## config.mk

```make
export PLATFORM = sky130hd
export DESIGN_NAME = mem_arbiter
export DESIGN_NICKNAME = d
export VERILOG_FILES = /design/src/rtl/cache_pkg.sv /design/src/rtl/arb_fill_counter.sv /design/src/rtl/mem_arbiter.sv
export SDC_FILE = /design/constraint.sdc
export NUM_CORES = 1
export LEC_CHECK = 0
export ABC_CLOCK_PERIOD_IN_PS = 5850
export CORE_ASPECT_RATIO = 0.7
export CORE_MARGIN = 2
export CORE_UTILIZATION = 35
export CTS_CLUSTER_SIZE = 25
export DETAILED_ROUTE_END_ITERATION = 6
export PLACE_DENSITY = 0.75
export SYNTH_ARGS = -nofsm -noshare
export SYNTH_HDL_FRONTEND = slang
export SYNTH_SLANG_ARGS = --single-unit
```

## constraint.sdc

```tcl
create_clock -name clk -period 5.85 [get_ports clk]
set_clock_uncertainty 0.2 [all_clocks]
set_input_delay 1.755 -clock clk [delete_from_list [all_inputs] [get_ports clk]]
set_output_delay 1.755 -clock clk [all_outputs]
set_load 0.005 [all_outputs]
```

## src/rtl/cache_pkg.sv

```systemverilog
// Shared cache-subsystem types and line-geometry constants used by the memory arbiter.
package cache_pkg;

  localparam int unsigned WORDS_PER_LINE = 8;

  typedef enum logic [1:0] {IDLE, WRITE, FILL, DONE} arb_state_t;
  typedef enum logic [1:0] {OWN_NONE, OWN_I, OWN_D} owner_t;

  // Byte-offset bits inside a line of 16-bit words.
  function automatic int unsigned line_off_w(input int unsigned words);
    return $clog2(words) + 1;
  endfunction

  localparam int unsigned LINE_OFF_W = line_off_w(WORDS_PER_LINE);

endpackage

```

## src/rtl/arb_fill_counter.sv

```systemverilog
// Issue/return word counters for a line fill, with terminal-count flags.
module arb_fill_counter #(
  parameter int unsigned WORDS_PER_LINE = 8,
  localparam int unsigned IDX_W = $clog2(WORDS_PER_LINE)
) (
  input  logic             clk,
  input  logic             rst_n,
  input  logic             clear,
  input  logic             issue_inc,
  input  logic             ret_inc,
  output logic [IDX_W-1:0] issue_idx,
  output logic [IDX_W-1:0] ret_idx,
  output logic             issue_done,
  output logic             ret_done
);

  localparam logic [IDX_W:0] TERM = (IDX_W + 1)'(WORDS_PER_LINE);

  logic [IDX_W:0] issue_cnt, ret_cnt;

  always_ff @(posedge clk) begin
    if (!rst_n || clear) begin
      issue_cnt <= '0;
      ret_cnt   <= '0;
    end else begin
      if (issue_inc && !issue_done) issue_cnt <= issue_cnt + 1'b1;
      if (ret_inc && !ret_done)     ret_cnt   <= ret_cnt + 1'b1;
    end
  end

  assign issue_done = (issue_cnt == TERM);
  assign ret_done   = (ret_cnt == TERM);
  assign issue_idx  = issue_cnt[IDX_W-1:0];
  assign ret_idx    = ret_cnt[IDX_W-1:0];

endmodule

```

## src/rtl/mem_arbiter.sv

```systemverilog
// Arbitrates main memory between I-cache fills and D-cache fills/write-throughs.
// Define ARB_ROUND_ROBIN_EN to alternate I/D fill priority (write-through stays on top).
module mem_arbiter
  import cache_pkg::*;
#(
  parameter int unsigned WORDS_PER_LINE = cache_pkg::WORDS_PER_LINE,
  parameter int unsigned ADDR_W = 16,
  parameter int unsigned DATA_W = 16,
  localparam int unsigned WORD_IDX_W = $clog2(WORDS_PER_LINE)
) (
  input  logic                  clk,
  input  logic                  rst_n,
  input  logic                  i_req,
  input  logic [ADDR_W-1:0]     i_addr,
  input  logic                  d_req,
  input  logic                  d_wr,
  input  logic [ADDR_W-1:0]     d_addr,
  input  logic [DATA_W-1:0]     d_wdata,
  output logic                  mem_en,
  output logic                  mem_wr,
  output logic [ADDR_W-1:0]     mem_addr,
  output logic [DATA_W-1:0]     mem_wdata,
  input  logic [DATA_W-1:0]     mem_rdata,
  input  logic                  mem_rvalid,
  output logic [DATA_W-1:0]     fill_data,
  output logic [WORD_IDX_W-1:0] fill_word,
  output logic                  fill_wen_i,
  output logic                  fill_wen_d,
  output logic                  i_done,
  output logic                  d_done,
  output logic                  busy
);

  localparam int unsigned OFF_W = line_off_w(WORDS_PER_LINE);
  localparam logic [ADDR_W-1:0] LINE_MASK = ADDR_W'((1 << OFF_W) - 1);

  arb_state_t state_q, state_d;
  owner_t owner_q, owner_d;
  logic [ADDR_W-1:0] base_q, base_d;
  logic [DATA_W-1:0] fill_data_q;
  logic [WORD_IDX_W-1:0] fill_word_q;
  logic wen_i_q, wen_d_q;

  logic [WORD_IDX_W-1:0] issue_idx, ret_idx;
  logic issue_done, ret_done;
  logic in_fill, issue_go, ret_go, pick_d_fill;

  assign in_fill  = (state_q == FILL);
  assign issue_go = in_fill & ~issue_done;
  assign ret_go   = in_fill & mem_rvalid & ~ret_done;

`ifdef ARB_ROUND_ROBIN_EN
  logic pref_i_q;

  // Flip fill preference to the other side once a fill finishes.
  always_ff @(posedge clk) begin
    if (!rst_n) begin
      pref_i_q <= 1'b0;
    end else if (in_fill && ret_done) begin
      pref_i_q <= (owner_q == OWN_D);
    end
  end

  assign pick_d_fill = d_req & ~d_wr & ~(pref_i_q & i_req);
`else
  assign pick_d_fill = d_req & ~d_wr;
`endif

  arb_fill_counter #(
    .WORDS_PER_LINE(WORDS_PER_LINE)
  ) u_cnt (
    .clk       (clk),
    .rst_n     (rst_n),
    .clear     (state_q == DONE),
    .issue_inc (issue_go),
    .ret_inc   (ret_go),
    .issue_idx (issue_idx),
    .ret_idx   (ret_idx),
    .issue_done(issue_done),
    .ret_done  (ret_done)
  );

  always_comb begin
    state_d = state_q;
    owner_d = owner_q;
    base_d  = base_q;
    case (state_q)
      IDLE: begin
        if (d_req && d_wr) begin
          state_d = WRITE;
          owner_d = OWN_D;
        end else if (pick_d_fill) begin
          state_d = FILL;
          owner_d = OWN_D;
          base_d  = d_addr & ~LINE_MASK;
        end else if (i_req) begin
          state_d = FILL;
          owner_d = OWN_I;
          base_d  = i_addr & ~LINE_MASK;
        end
      end
      WRITE:   state_d = DONE;
      FILL:    if (ret_done) state_d = DONE;
      DONE: begin
        state_d = IDLE;
        owner_d = OWN_NONE;
      end
      default: state_d = IDLE;
    endcase
  end

  always_ff @(posedge clk) begin
    if (!rst_n) begin
      state_q     <= IDLE;
      owner_q     <= OWN_NONE;
      base_q      <= '0;
      fill_data_q <= '0;
      fill_word_q <= '0;
      wen_i_q     <= 1'b0;
      wen_d_q     <= 1'b0;
    end else begin
      state_q <= state_d;
      owner_q <= owner_d;
      base_q  <= base_d;
      wen_i_q <= ret_go & (owner_q == OWN_I);
      wen_d_q <= ret_go & (owner_q == OWN_D);
      if (ret_go) begin
        fill_data_q <= mem_rdata;
        fill_word_q <= ret_idx;
      end
    end
  end

  // Base has its offset bits cleared, so OR-ing the word offset never carries into the tag.
  always_comb begin
    mem_en    = 1'b0;
    mem_wr    = 1'b0;
    mem_addr  = '0;
    mem_wdata = '0;
    if (state_q == WRITE) begin
      mem_en    = 1'b1;
      mem_wr    = 1'b1;
      mem_addr  = d_addr;
      mem_wdata = d_wdata;
    end else if (issue_go) begin
      mem_en   = 1'b1;
      mem_addr = base_q | ADDR_W'({issue_idx, 1'b0});
    end
  end

  assign fill_data  = fill_data_q;
  assign fill_word  = fill_word_q;
  assign fill_wen_i = wen_i_q;
  assign fill_wen_d = wen_d_q;
  assign i_done     = (state_q == DONE) && (owner_q == OWN_I);
  assign d_done     = (state_q == DONE) && (owner_q == OWN_D);
  assign busy       = (state_q != IDLE);

endmodule

```

## After elaboration in Yosys (flattened, before gate mapping)

Cells that the tools add are included.

| word-level totals | value |
|---|---|
| flip-flop bits (word level) | 49 |
| bits of input ports | 70 |
| word-level logic and storage cells | 64 |

| operators by class | value |
|---|---|
| $add $sub $neg | 2 |
| equality and inequality tests | 9 |
| mux-type cells | 17 |
| bitwise operators | 11 |
| reduce and logical (&&, ||, !) cells | 16 |

Operators with widths:

| operator | number |
|---|---|
| 2-to-1 mux 16 bit | 5 |
| bitwise OR 16 x 4 -> 16 bit | 1 |
| 2-to-1 mux 2 bit | 7 |
| adder 4 x 1 -> 4 bit (second input constant) | 2 |
| == test 4 bit (second input constant) | 2 |
| case mux 2 bit (4 select lines) | 1 |
| bitwise AND 1 bit | 6 |
| == test 2 bit (second input constant) | 3 |
| nonzero test 2 bit | 3 |
| logical AND 1 bit | 5 |
| == test 2 x 1 -> 1 bit (second input constant) | 2 |
| inequality test 4 bit (second input constant) | 1 |
| NOT 1 bit | 4 |
| case mux 2 bit (2 select lines) | 1 |
| AND reduction 2 bit | 2 |
| zero test 1 bit | 3 |
| 2-to-1 mux 1 bit | 3 |
| AND reduction 3 bit | 1 |
| zero test 2 bit | 1 |
| inequality test 2 bit (second input constant) | 1 |
| logical OR 1 bit | 1 |

## Depth between registers and ports, before layout

Gate-level depths: netlist of run 1.

| logic depth | value |
|---|---|
| depth after elaboration | 5 |
| gate-level depth with buffers | 7 |

## Cells and area by module

Synthesis of run 1 repeated with hierarchy kept, for this count alone.

| second synthesis, totals | value |
|---|---|
| cells, all modules | 307 |
| area, all modules | 2479.9 um2 |

Modules (own cells, without submodules):

| module | times used | cells an instance | area each (um2) |
|---|---|---|---|
| mem_arbiter | 1 | 251 | 2009.4 |
| arb_fill_counter | 1 | 56 | 470.5 |

## Least setup slack after synthesis of run 1

Ideal clock, no wire load.

| timing | value |
|---|---|
| path kind | input-to-output |
| start | in d_addr[0] |
| end | out mem_addr[0] |
| data arrival time | 1898 ps |
| data required time | 3895 ps |
| setup slack | 1997 ps |
| cell stages on the path | 1 |
| path buffers | 0 |
| cells stage by stage | and2_1 |

| between the ends | value |
|---|---|
| cells in the longest elaborated chain, start to end | 1 |

RTL lines:

| item | RTL line | text |
|---|---|---|
| from (decl) | mem_arbiter.sv:17 | `input logic [ADDR_W-1:0] d_addr,` |
| 2-to-1 mux 16 bit | mem_arbiter.sv:140 | `if (state_q == WRITE) begin` |
| to (decl) | mem_arbiter.sv:21 | `output logic [ADDR_W-1:0] mem_addr,` |

Every way passes these cells.

## Worst setup path after layout of run 1

| timing | value |
|---|---|
| start | in d_addr[15] |
| end | out mem_addr[15] |

The elaborated chain is that of the path after synthesis.

==> results by group, run 1 <==
Status
  • Status: finished clean

Timing
  • F_max: just over 200 MHz
  • Final setup vio count: 0
  • Final max-slew violation count: 0
  • Worst slew margin: between 40% and 50%
  • Final worst-path cycle share: between 80 and 90%
  • Final hold violations: 0
  • RSZ-0062 raised after global routing: no
  • TNS Setup: 0 ns
  • WHS: between 0.2 and 0.3 ns
  • Time the worst path needs with I/O delays and setup: about 4.9 ns
  • Slew @ Worst Pin: between 0.8 and 0.9 ns

Clocking
  • Cts repair resizes: 0
  • CTS tree: built
  • Worst skew pair latency: 0.28 ns
  • Num CTS Buffers: 5
  • Post-CTS Setup Inserts: 0
  • CTS Hold Bufs: 0
  • CTS Buffer Depth: 2
  • Clock Root Buffer: clkbuf_8
  • Clock-pin slew on the worst setup and hold paths: approximately 0.080 ns
  • Htree depth: 2
  • Clk sinks: 45

Synthesis
  • Cell area after synthesis: ~2300 µm²
  • Most frequent cell after synthesis: nand2_1
  • Synth cell types: 34
  • Sequential cell area fraction in the yosys report: between 30% and 40%
  • Area contributors post-synth: dfxtp_1 39%, nand2_1 11%, mux2i_1 5.6%, a21oi_1 5.2%, and2_1 5.1%
  • Top post-synthesis cells by count: 71 x nand2_1, 45 x dfxtp_1, 24 x a21oi_1
  • Average size of a mapped cell: 8.139 µm²
  • Yosys reg bits: between 40 and 50
  • Post-synth top area cell: dfxtp_1
  • Mapped Nets: ~360
  • Top cell type's share of synthesized area: 38.83%
  • EDFF count, synth: 0
  • FFs w/ async S/R, synth: 0%
  • Cells after Synth: 285
  • Synth Warn #: 0
  • Top FF cell, synth: dfxtp_1

Die
  • Die ar.: around 7300 µm²
  • I/O pin total: 128
  • Chip height: 72.12 µm
  • # rows: 24
  • Die width: 101.3 µm
  • Starting density of the core: between 30 and 40%
  • Core area: approximately 6300 µm²

Power
  • Worst vdd ir: around 0.15 mV
  • Pwr/cell area: between 300 and 400 nW/µm²
  • Leak pwr: 1.342 nW

Finish
  • Area growth, synth to finish: 56.69%
  • N_diodes: 0
  • # fillers: about 620
  • Layout cells sized above 1: under 10%
  • Nets: between 400 and 500

Setup path
  • Req. time, crit path: between 3 and 4 ns
  • CP cell instances: clkdlybuf4s50_1 > nand2_1 > o21ai_0 > clkdlybuf4s50_1
  • Most used cell, CP: clkdlybuf4s50_1
  • Worst path arrival time: between 2 and 3 ns
  • Critical path class: in -> out
  • Slowest cell on the critical path: clkdlybuf4s50_1
  • Critical path capture point type: output pin
  • Critical Path Max Stage Delay: about 0.55 ns
  • Max FO, Critical Path: 2
  • Critical Path Source Type: input port

Worst hold path
  • Hold Path Class: reg -> reg

Detailed routing
  • WL final: about 6.2 mm
  • DRT iter0 DRCs: 64
  • First-pass detailed-route iteration total: 4
  • Vias per inst: around 4.8
  • Post-route ant nets: 0
  • Drt wl/cell: 13.01 µm
  • Via count: 2281
  • DR DRC count: 0

Placed design
  • Final estimated routing congestion in global placement: between 0.7 and 0.8
  • Port bufs: 123
  • DPL Wire Length: 4.815 mm

Global route
  • Initial antenna violation count: 0
  • First-pass GRT wire length: between 10 and 15 mm
  • Overall Global Routing Usage: around 17%
  • Largest net degree at the start of global routing: 50
  • Vias in the first global route: around 2200
  • Total global routing overflow: 0

Job
  • Max-capacitance violation count: 0
==> cells by family after synthesis <==
logic type               synth area share (%)
AO/OA/AOI/OAI                           17.64
XOR/XNOR                                1.888
adder cells (fa/ha/maj)                 4.854
buffers and inverters                   6.418
flip-flops                              38.83
multiplexers                            5.609
AND/OR/NAND/NOR                         24.76
==> cell type report <==
cell class                 instances  area, µm²  share of cell area (%)
multi-input combinational        212       1270                   34.94
timing repair buffer             125       1246                   34.29
sequential                        45      900.9                   24.78
tap                               78      97.59                   2.685
clock buffer                       6      72.57                   1.997
inverter                          10      37.54                   1.033
clock inverter                     2      10.01                  0.2754
==> placed cells by master (no fill, tap or decap), drive strengths merged, types with 3 or more instances in the layout <==
| cell type | instances |
|---|---|
| a211oi | 12 |
| a21oi | 25 |
| and2 | 19 |
| clkbuf | 6 |
| clkdlybuf4s50 | 123 |
| clkinv | 3 |
| dfxtp | 45 |
| ha | 9 |
| inv | 9 |
| mux2i | 13 |
| nand2 | 71 |
| nand2b | 4 |
| nor2 | 19 |
| nor3b | 3 |
| o21ai | 16 |
| xor2 | 3 |
==> critical path: cells and delay by family <==
kind                   cells  cell delay, ns
buffers and inverters      2            1.03
AOI/OAI and AO/OA          1            0.10
and+or+nand+nor            1            0.06
==> metal layers <==
layer | track usage (%) | wire, µm | vias up
li1 | - | - | 1179
met1 | 21.39 | 2833 | 1028
met2 | 29.21 | 2892 | 72
met3 | 4.143 | 458 | 2
met4 | 4.054 | 36 | 0
met5 | 0 | 0 | -
==> report_power, final <==
part           internal [mW]  switching (mW)
logic                  0.291           0.255
registers              0.359          0.0365
clock network         0.0829          0.0982
==> stage by stage <==
stage	instances	instance area (µm²)	power (mW)	setup slack, ns	util [%]
CTS	478	3635	1.140	0.9554	57.64
global placement	470	3552	0.9394	0.9835	56.33
floorplan	285	2320	0.7044	1.997	-
global route	478	3635	1.209	0.9051	57.64
finish	478	3635	1.123	0.9539	57.64
detailed placement	470	3552	0.9544	0.9561	56.33
==> worst paths after layout <==
kind | from | endpoint | slack, ns | depth (start not counted)
max | d_addr[15] | mem_addr[15] | 0.95 | 4
min reg2reg | fill_data[9] | fill_data[9] | 0.26 | 2
min | fill_data[9] | fill_data[9] | 0.26 | 2
max reg2reg | state_q[0] | fill_wen_d | 3.60 | 6
==> flip-flops by register name, indices dropped and copies added (netlist names) <==
| name | flops |
|---|---|
| fill_wen_i | 1 |
| base_q | 12 |
| u_cnt.ret_cnt | 4 |
| state_q | 2 |
| owner_q | 2 |
| fill_wen_d | 1 |
| fill_data | 16 |
| u_cnt.issue_cnt | 4 |
| fill_word | 3 |
(Power assumes the default switching activity.)
==> inputs of run 2 (changes only) <==
--- a/config.mk
+++ b/config.mk
@@ -5,13 +5,13 @@
 export SDC_FILE = /design/constraint.sdc
 export NUM_CORES = 1
 export LEC_CHECK = 0
-export ABC_CLOCK_PERIOD_IN_PS = 5850
+export ABC_CLOCK_PERIOD_IN_PS = 4480
 export CORE_ASPECT_RATIO = 0.7
 export CORE_MARGIN = 2
 export CORE_UTILIZATION = 35
 export CTS_CLUSTER_SIZE = 25
 export DETAILED_ROUTE_END_ITERATION = 6
-export PLACE_DENSITY = 0.75
+export PLACE_DENSITY = 0.78
 export SYNTH_ARGS = -nofsm -noshare
 export SYNTH_HDL_FRONTEND = slang
 export SYNTH_SLANG_ARGS = --single-unit
==> constraint.sdc (replaced) <==
create_clock -name clk -period 4.48 [get_ports clk]
set_clock_uncertainty 0.2 [all_clocks]
set_input_delay 1.344 -clock clk [delete_from_list [all_inputs] [get_ports clk]]
set_output_delay 1.344 -clock clk [all_outputs]
set_load 0.005 [all_outputs]
==> run 2 against run 1 <==
  * Sequential cell count is the same
  * First-iteration DRC count grew 63%
  * Via count is 1.5% higher
  * Critical endpoint is now mem_addr[14]
  * Cell count grew 0.21%
  * Worst hold slack about the same
  * Largest power group unchanged
  * Die area stayed put
  * Wire length is 3.8% higher
==> results by group, run 2 (same netlist as run 1, synthesis figures left out) <==
Timing
  • Final hold violations: 0 (unchanged)
  • Final setup margin: 0.3969 ns (-0.5570 ns)
  • F_max: 244.9 MHz
  • Final max-slew violation count: 0 (unchanged)
  • Slew @ Worst Pin: 0.9071 ns (+0.01997 ns)
  • RSZ-0062 raised after global routing: no
  • Final worst-path cycle share: 91.14%
  • Worst slew margin: 39.53% (-1.3 points)
  • Time the worst path needs with I/O delays and setup: ~4 ns
  • Final setup vio count: 0 (unchanged)
  • WHS: 0.2558 ns (+0.0004730 ns)
  • TNS Setup: 0 ns (unchanged)

Detailed routing
  • First-pass detailed-route iteration total: 5 (+1)
  • Drt wl/cell: 13.48 µm (+3.6%)
  • WL final: 6.456 mm (+3.8%)
  • DRT iter0 DRCs: 104 (+63%)
  • Vias per inst: 4.835 (+1.3%)
  • Via count: 2316 (+1.5%)
  • DR DRC count: 0 (unchanged)
  • Post-route ant nets: 0 (unchanged)

Die
  • I/O pin total: 128 (unchanged)
  • Starting density of the core: 36.79% (unchanged)
  • Die ar.: 7306 µm² (unchanged)
  • Die width: 101.3 µm (unchanged)
  • # rows: 24 (unchanged)
  • Core area: 6306 µm² (unchanged)
  • Chip height: 72.12 µm (unchanged)

Placed design
  • Post-place setup slack: 0.3796 ns (-0.5765 ns)
  • Final estimated routing congestion in global placement: 0.8067 (+3.5%)
  • Dpl cells: 471 (+0.21%)
  • Post-DP Area: 3560 µm² (+0.21%)
  • DPL Wire Length: 4.939 mm (+2.6%)
  • Port bufs: 123 (unchanged)

Global route
  • First-pass GRT wire length: 10.40 mm (+3.0%)
  • Initial antenna violation count: 0 (unchanged)
  • Overall Global Routing Usage: 17.94% (+1.0 points)
  • Vias in the first global route: 2232 (+1.6%)
  • Largest net degree at the start of global routing: 34 (-32%)
  • Total global routing overflow: 0 (unchanged)

Clocking
  • Htree depth: 2 (unchanged)
  • CTS tree: built
  • Post-CTS Setup Inserts: 0 (unchanged)
  • Clock Root Buffer: clkbuf_8
  • Clk sinks: 45 (unchanged)
  • Cts repair resizes: 0 (unchanged)
  • Worst skew pair latency: 0.30 ns (+0.02 ns)
  • Clock-pin slew on the worst setup and hold paths: 0.08 ns (about the same)
  • CTS Hold Bufs: 0 (unchanged)
  • Num CTS Buffers: 5 (unchanged)
  • CTS Buffer Depth: 2 (unchanged)

Setup path
  • Critical Path Source Type: input port
  • Worst path arrival time: 2.54 ns (-0.40 ns)
  • Critical path capture point type: output pin
  • Critical path class: in -> out
  • Max FO, Critical Path: 2 (unchanged)
  • Req. time, crit path: 2.94 ns (-0.95 ns)

Finish
  • Layout cells sized above 1: 5.985% (+0.49 points)
  • # fillers: 576 (-6.9%)
  • Most common cell after layout, fill and taps aside: clkdlybuf4s50_1
  • N_diodes: 0 (unchanged)
  • Nets: 479 (+0.21%)
  • Max reg flops: 16 (unchanged)
  • Post-route cell area: 3694 µm² (+1.6%)
  • Most frequent cells in the layout: 123 x clkdlybuf4s50_1, 71 x nand2_1, 45 x dfxtp_1
  • Area growth, synth to finish: 59.22%
  • Final Non-Filler Cells: 479 (+0.21%)

Power
  • Pwr/cell area: 433.6 nW/µm² (+40%)
  • Cell-internal power: 1.075 mW (+47%)
  • Clock power share: 22.7% (+6.6 points)
  • Worst vdd ir: 0.1659 mV (+14%)
  • Sequential power share: 32.3% (-2.9 points)
  • Leak pwr: 1.370 nW (+2.1%)
  • Sw Ratio: 32.89% (-1.8 points)
  • Psw: 526.8 µW (+35%)
  • Combinational power share: 45.0% (-3.6 points)

Worst hold path
  • Hold Path Class: reg -> reg

Job
  • Max-capacitance violation count: 0 (unchanged)

Status
  • Status: finished clean
==> run 2: cell count changes in the layout (fill, tap and decap cells not counted), sizes merged <==
cell    previous run  this run
clkbuf             6         5
buf                2         3
clkinv             3         2
bufinv             0         2
==> run 2: worst paths after layout <==
check / from / endpoint / slack, ns / depth (start not counted)
max: d_addr[14] / mem_addr[14] / 0.40 / 4
min: fill_data[14] / fill_data[14] / 0.26 / 2
max reg2reg: state_q[0] / fill_wen_i / 2.17 / 6
min reg2reg: fill_data[14] / fill_data[14] / 0.26 / 2
==> run 2: final cells by class <==
cell class / count / area [µm²] / area share [%]
multi-input cells: 212 / 1270 / 34.38
well taps: 78 / 97.59 / 2.642
repair buffers: 126 / 1254 / 33.94
flip-flops and latches: 45 / 900.9 / 24.39
clock buffers: 5 / 68.82 / 1.863
inverters: 10 / 37.54 / 1.016
clock inverters: 3 / 65.06 / 1.762
==> run 2: critical path, cell delays in order <==
cell             delay, ns
clkdlybuf4s50_1       0.48
nand2_1               0.06
o21ai_0               0.11
clkdlybuf4s50_1       0.55
==> run 2: per-layer routing <==
layer,GRT usage (%),vias up,wire [µm]
met2,30.39,86,2949
met1,22.67,1047,2912
met5,0,-,0
met4,5.556,0,64
li1,-,1176,-
met3,4.432,7,530
==> run 2: metrics by stage <==
stage | util, % | power (mW)
finish | 58.57 | 1.602
global route | 58.57 | 1.716
CTS | 58.57 | 1.619
detailed placement | 56.45 | 1.252
global placement | 56.45 | 1.227
floorplan | - | 0.9198
==> run 2: power groups by stage <==
stage | registers [mW] | logic [mW] | clock network (mW)
after floorplan | 0.518 | 0.402 | 0
final | 0.517 | 0.721 | 0.363
after detailed placement | 0.525 | 0.726 | 0
after global placement | 0.522 | 0.705 | 0
after CTS | 0.516 | 0.729 | 0.374
after global routing | 0.527 | 0.799 | 0.390
